<file path="config.mk">
export PLATFORM = sky130hd
export DESIGN_NAME = wheel_enc_capture
export DESIGN_NICKNAME = d
export VERILOG_FILES = /design/src/rtl/wheel_enc_capture.sv
export SDC_FILE = /design/constraint.sdc
export NUM_CORES = 1
export LEC_CHECK = 0
export ABC_AREA = 1
export CORE_ASPECT_RATIO = 0.75
export CORE_MARGIN = 8
export CORE_UTILIZATION = 49
export CTS_CLUSTER_DIAMETER = 200
export DETAILED_ROUTE_END_ITERATION = 8
export GPL_ROUTABILITY_DRIVEN = 0
export GPL_TIMING_DRIVEN = 0
export MAX_ROUTING_LAYER = met4
export PLACE_DENSITY = 0.85
export SYNTH_ARGS = -nofsm -noshare
export SYNTH_HDL_FRONTEND = slang
export SYNTH_SLANG_ARGS = --single-unit
export TNS_END_PERCENT = 50
</file>
<file path="constraint.sdc">
create_clock -name clk_sys -period 1.7 [get_ports clk_sys]
set_input_delay 0.255 -clock clk_sys [delete_from_list [all_inputs] [get_ports clk_sys]]
set_output_delay 0.255 -clock clk_sys [all_outputs]
set_load 0.005 [all_outputs]
</file>
<file path="src/rtl/wheel_enc_capture.sv">
// Wheel encoder pulse capture: 2-flop sync, debounce filter, tick counter and
// tick-to-tick period measurement. Period logic is present only with WHEEL_ENC_PERIOD_EN.
module wheel_enc_capture #(
    parameter int unsigned DEB_CYC = 16,
    parameter int unsigned CNT_W   = 16,
    parameter int unsigned PER_W   = 24
) (
    input  logic             clk_sys,
    input  logic             rst_sys,
    input  logic             evnt_i,
    input  logic             clr_i,
    output logic             tick_o,
    output logic [CNT_W-1:0] cnt_o,
    output logic [PER_W-1:0] per_o,
    output logic             per_vld_o,
    output logic             stall_o
);

    localparam logic [7:0] DEB_LAST = 8'(DEB_CYC - 1);

    logic [1:0]       sync_q;
    logic             evnt_s;
    logic             level_q, level_d;
    logic             level_dly_q;
    logic [7:0]       deb_cnt_q, deb_cnt_d;
    logic             tick_q, tick_d;
    logic [CNT_W-1:0] cnt_q, cnt_d;

    assign evnt_s = sync_q[1];

    // Debounce: a differing level must persist DEB_CYC cycles before it is accepted.
    always_comb begin
        level_d   = level_q;
        deb_cnt_d = deb_cnt_q;
        if (evnt_s == level_q) begin
            deb_cnt_d = '0;
        end else if (deb_cnt_q == DEB_LAST) begin
            level_d   = ~level_q;
            deb_cnt_d = '0;
        end else begin
            deb_cnt_d = deb_cnt_q + 8'd1;
        end
    end

    // The tick is taken one cycle after the filtered level rises.
    assign tick_d = level_q & ~level_dly_q;

    always_comb begin
        cnt_d = cnt_q;
        if (clr_i) begin
            cnt_d = '0;
        end else if (tick_d) begin
            cnt_d = cnt_q + 1'b1;
        end
    end

    always_ff @(posedge clk_sys) begin
        if (rst_sys) begin
            sync_q      <= '0;
            level_q     <= 1'b0;
            level_dly_q <= 1'b0;
            deb_cnt_q   <= '0;
            tick_q      <= 1'b0;
            cnt_q       <= '0;
        end else begin
            sync_q      <= {sync_q[0], evnt_i};
            level_q     <= level_d;
            level_dly_q <= level_q;
            deb_cnt_q   <= deb_cnt_d;
            tick_q      <= tick_d;
            cnt_q       <= cnt_d;
        end
    end

    assign tick_o = tick_q;
    assign cnt_o  = cnt_q;

`ifdef WHEEL_ENC_PERIOD_EN

    typedef enum logic [1:0] {
        ST_UNARM = 2'd0,
        ST_RUN   = 2'd1,
        ST_STALL = 2'd2
    } per_st_e;

    localparam logic [PER_W-1:0] PER_MAX = '1;

    per_st_e          state_q, state_d;
    logic [PER_W-1:0] per_cnt_q, per_cnt_d;
    logic [PER_W-1:0] per_q, per_d;
    logic             per_vld_q, per_vld_d;
    logic             stall_q, stall_d;

    always_comb begin
        state_d   = state_q;
        per_cnt_d = per_cnt_q;
        per_d     = per_q;
        per_vld_d = 1'b0;
        stall_d   = stall_q;
        if (clr_i) begin
            state_d   = ST_UNARM;
            per_cnt_d = '0;
            per_d     = '0;
            stall_d   = 1'b0;
        end else begin
            case (state_q)
                ST_UNARM: begin
                    per_cnt_d = '0;
                    if (tick_d) begin
                        state_d = ST_RUN;
                    end
                end
                ST_RUN: begin
                    if (tick_d) begin
                        per_d     = per_cnt_q + 1'b1;
                        per_vld_d = 1'b1;
                        per_cnt_d = '0;
                    end else begin
                        per_cnt_d = per_cnt_q + 1'b1;
                        if (per_cnt_d == PER_MAX) begin
                            state_d = ST_STALL;
                            stall_d = 1'b1;
                        end
                    end
                end
                ST_STALL: begin
                    // Wheel was stopped: report the saturated period.
                    if (tick_d) begin
                        per_d     = PER_MAX;
                        per_vld_d = 1'b1;
                        per_cnt_d = '0;
                        stall_d   = 1'b0;
                        state_d   = ST_RUN;
                    end
                end
                default: begin
                    state_d   = ST_UNARM;
                    per_cnt_d = '0;
                    stall_d   = 1'b0;
                end
            endcase
        end
    end

    always_ff @(posedge clk_sys) begin
        if (rst_sys) begin
            state_q   <= ST_UNARM;
            per_cnt_q <= '0;
            per_q     <= '0;
            per_vld_q <= 1'b0;
            stall_q   <= 1'b0;
        end else begin
            state_q   <= state_d;
            per_cnt_q <= per_cnt_d;
            per_q     <= per_d;
            per_vld_q <= per_vld_d;
            stall_q   <= stall_d;
        end
    end

    assign per_o     = per_q;
    assign per_vld_o = per_vld_q;
    assign stall_o   = stall_q;

`else

    assign per_o     = '0;
    assign per_vld_o = 1'b0;
    assign stall_o   = 1'b0;

`endif

endmodule

</file>
* Yosys cells after proc, flatten, opt, wreduce, memory -nomap -nowiden
Index checks and enable logic that the tools add are counted. W data, S select, Z words.
Storage, ports and cells: register bits after elaboration 29, bits of input ports 4, output and inout bits 43, word-level logic and storage cells 17
Cells by class: $add $sub $neg 2, equality and inequality tests 2, bitwise logic cells 4, reductions and logical operators 3
Operators by type and width (count):
- $add A16 B1 Y16 const B | 1
- $add A8 B1 Y8 const B | 1
- $eq A8 B4 Y1 const B | 1
- $not A1 Y1 | 3
- $reduce_or A3 Y1 | 1
- $reduce_and A2 Y1 | 1
- $reduce_or A2 Y1 | 1
- $and A1 B1 Y1 | 1
- $eq A1 B1 Y1 | 1

* Depth between registers and ports, before layout
depth in word-level cells 3, depth in mapped cells 9, gate-level depth less buffers 9

* Least setup slack after synthesis
Ideal clock, no wire load.
kind register to register, from reg cnt_q[1], in the netlist cnt_o[1], to reg cnt_q[10], in the netlist cnt_o[10], setup time 0.113 ns, arrival 1.090 ns, required time 1.587 ns, path slack 0.497 ns, stages on the path, launching flop included 9, path buffers 0, clock period less this slack 1.203 ns, cell sequence dfxtp_1 -> ha_1 -> nand3_2 -> nor2_4 -> nand2_2 -> inv_2 -> nand2_1 -> nor2_1 -> nor2_1
Between the ends: cells in the longest elaborated chain, start to end 1
RTL lines:
- from (decl) | RTL line 27 | logic [CNT_W-1:0] cnt_q, cnt_d;
- from (signal assigned) | RTL line 71 | cnt_q <= cnt_d;
- $add A16 B1 Y16 | RTL line 53 | cnt_d = cnt_q + 1'b1;
Every way passes these cells. A chain may end at the register's enable or synchronous reset.

* Final worst setup path
from reg cnt_q[2], in the netlist cnt_o[2], to out cnt_o[2]
RTL lines:
- to (decl) | RTL line 13 | output logic [CNT_W-1:0] cnt_o,
No word-level cell between the ends.

==> reports/metrics.csv <==
metric,value,unit
post_cts resized,0,
total global routing track utilization,12.6,%
Setup Total Neg Slack,0,ns
status,"complete, no violations",
ys async rst share,0,%
HP Class,register to register,
"FF+latch count, synth",29,
Post-synth top cells,"nor2_1 (34), nand2_1 (30), dfxtp_1 (29)",
Post-synth EDFFs,0,
total grt overflow,0,
kind of critical path,register to output port,
Die X-Extent,79.5,um
Mapped Cells,201,
Crit path required time,1.44,ns
post-CTS setup repair buffer count,0,
final core occ,65.5,%
pin count of the biggest net entering global routing,11,
vias in the first global route,1081,
via density per instance,4.26,
buffers and inverters on the worst path,1,
layout cells sized above 1,17.3,%
drt wl/cell,10.1,um
Critical R2R Launch,cnt_o[1],
top cell type's share of synthesized area,39.1,%
Rows,17,
crit-path max FO,5,
input/output buffers,20,
final setup fails,0,
Clock transition at path regs,0.06,ns
Pwr Density,686,nW/um^2
CTS tree,done,
"Min Clock Period, post-route",1.50,ns
clock latency on the worst-skew pair,0.28,ns
cell breakdown of the critical path,clkdlybuf4s50_1,
dominant cell type by area after synthesis,dfxtp_1,
crit end category,output port,
post-synthesis cell area,1480,sq um
reg2reg setup slack,0.36,ns
Area Growth Syn to Fin,28.6,%
CTS max path bufs,2,
prevailing post-synth register cell,dfxtp_1,
Worst Hold End,sync_q[1],
Num CTS Buffers,5,
CTS Sinks,29,
diode count,0,
Mean Syn Cell Area,7.38,sq um
drt total wl,2950,um
endpoints failing hold,0,
DIE HEIGHT,63.7,um
hold path depth,2,
Slowest cell on crit path,clkdlybuf4s50_1,
DRT iter0 DRCs,62,
"count leader, synth",nor2_1,
hold path startpoint,sync_q[0],
clk_skew,0.00514,ns
Final Slew Violations,0,
Reg2Reg Depth,8,
core area,2910,sq um
fill count,255,
nets,259,
first-pass GRT wire length,4860,um
sequential area share after synthesis,39.1,%
Worst EP arrival,1.25,ns
number of routed nets with antenna violations,0,
CP max stage delay,0.54,ns
Tcrit/Tclk final,88.4,%
vias,1244,
Max-cap violations,0,
Die ar.,5060,sq um
fmax,665,MHz
hold buffer count at CTS,0,
cell family contributing the most delay on the critical path,buffers and inverters,
leading post-synthesis cells by cell area,"dfxtp_1 (39%), buf_4 (13%), nor2_1 (8.6%)",
RSZ-0062 raised after global routing,no,
DR pass1 iterations,4,
post-detailed-route DRC marker count,0,
H-tree depth,2,
reg2reg end,cnt_o[10],
root buffer cell,clkbuf_8,
IO Count,47,
Hold Slack,0.408,ns
CP startpoint kind,register,
antenna violations before repair,0,
Starting Density,50.9,%
hpwl dp,2250,um
Yosys cell types,24,
maximum VDD drop,0.468,mV
leakage,0.840,nW
YS warnings,0,
-- power breakdown --
part	switching (mW)	internal [mW]
registers	0.00146	0.683
clock network	0.256	0.283
logic	0.0374	0.0491
total	0.295	1.01
-- kinds of logic (layout without fill, tap and decap cells) --
logic type | count (synthesis) | in the layout | synth area share, %
other | 1 | 26 | 0.253
buffers and inverters | 54 | 82 | 20.3
XOR/XNOR | 8 | 8 | 4.72
AO/OA/AOI/OAI | 17 | 17 | 5.90
flip-flops | 29 | 29 | 39.1
AND/OR/NAND/NOR | 90 | 90 | 28.0
adder cells (fa/ha/maj) | 2 | 2 | 1.69
-- metrics by stage --
| step | power, mW | area, sq um | std cells | worst slack (ns) |
|---|---|---|---|---|
| after floorplan | 0.769 | 1580 | 226 | 0.497 |
| after global placement | 0.781 | 1830 | 284 | 0.241 |
| after detailed placement | 0.782 | 1830 | 284 | 0.220 |
| after CTS | 1.32 | 1910 | 292 | 0.184 |
| after global routing | 1.37 | 1910 | 292 | 0.158 |
| final | 1.31 | 1910 | 292 | 0.197 |
-- layout make-up --
| type | count | area [sq um] | share of cell area (%) |
|---|---|---|---|
| Multi-Input combinational cell | 143 | 696 | 36.5 |
| Clock buffer | 6 | 72.6 | 3.80 |
| Timing Repair Buffer | 20 | 200 | 10.5 |
| Tap cell | 38 | 47.5 | 2.49 |
| Sequential cell | 29 | 581 | 30.4 |
| Clock inverter | 2 | 10.0 | 0.525 |
| Inverter | 27 | 101 | 5.31 |
| Buffer | 27 | 200 | 10.5 |
-- worst max-delay path by stage --
| stage | from | endpoint | cells past startpoint |
|---|---|---|---|
| final | cnt_o[2] | cnt_o[2] | 1 |
| after global routing | cnt_o[2] | cnt_o[2] | 1 |
| after CTS | cnt_o[2] | cnt_o[2] | 1 |
| after detailed placement | rst_sys | cnt_o[6] | 5 |
| after global placement | rst_sys | cnt_o[6] | 5 |
| after floorplan | cnt_o[1] | cnt_o[10] | 8 |
-- layout by cell type, fill, tap and decap left out, types with 5 or more instances in the layout --
master / n
a21oi_1: 9
buf_4: 26
clkbuf_8: 5
clkdlybuf4s50_1: 20
conb_1: 26
dfxtp_1: 29
inv_1: 26
nand2_1: 30
nand3_1: 7
nor2_1: 34
nor3_1: 5
o21ai_0: 7
xor2_1: 6
-- sequential cells by signal, summed over array words and instances, names as in the netlist --
name and count:
tick_o 1, level_dly_q 1, sync_q 2, deb_cnt_q 8, level_q 1, cnt_o 16
-- metal layers --
layer  wire length [um]  global-route usage [%]
met4                 82                    8.06
met3                300                    5.24
met5                  0                       -
met2               1220                    18.0
met1               1340                    14.2
No activity file was read; power rests on OpenSTA's default activity.
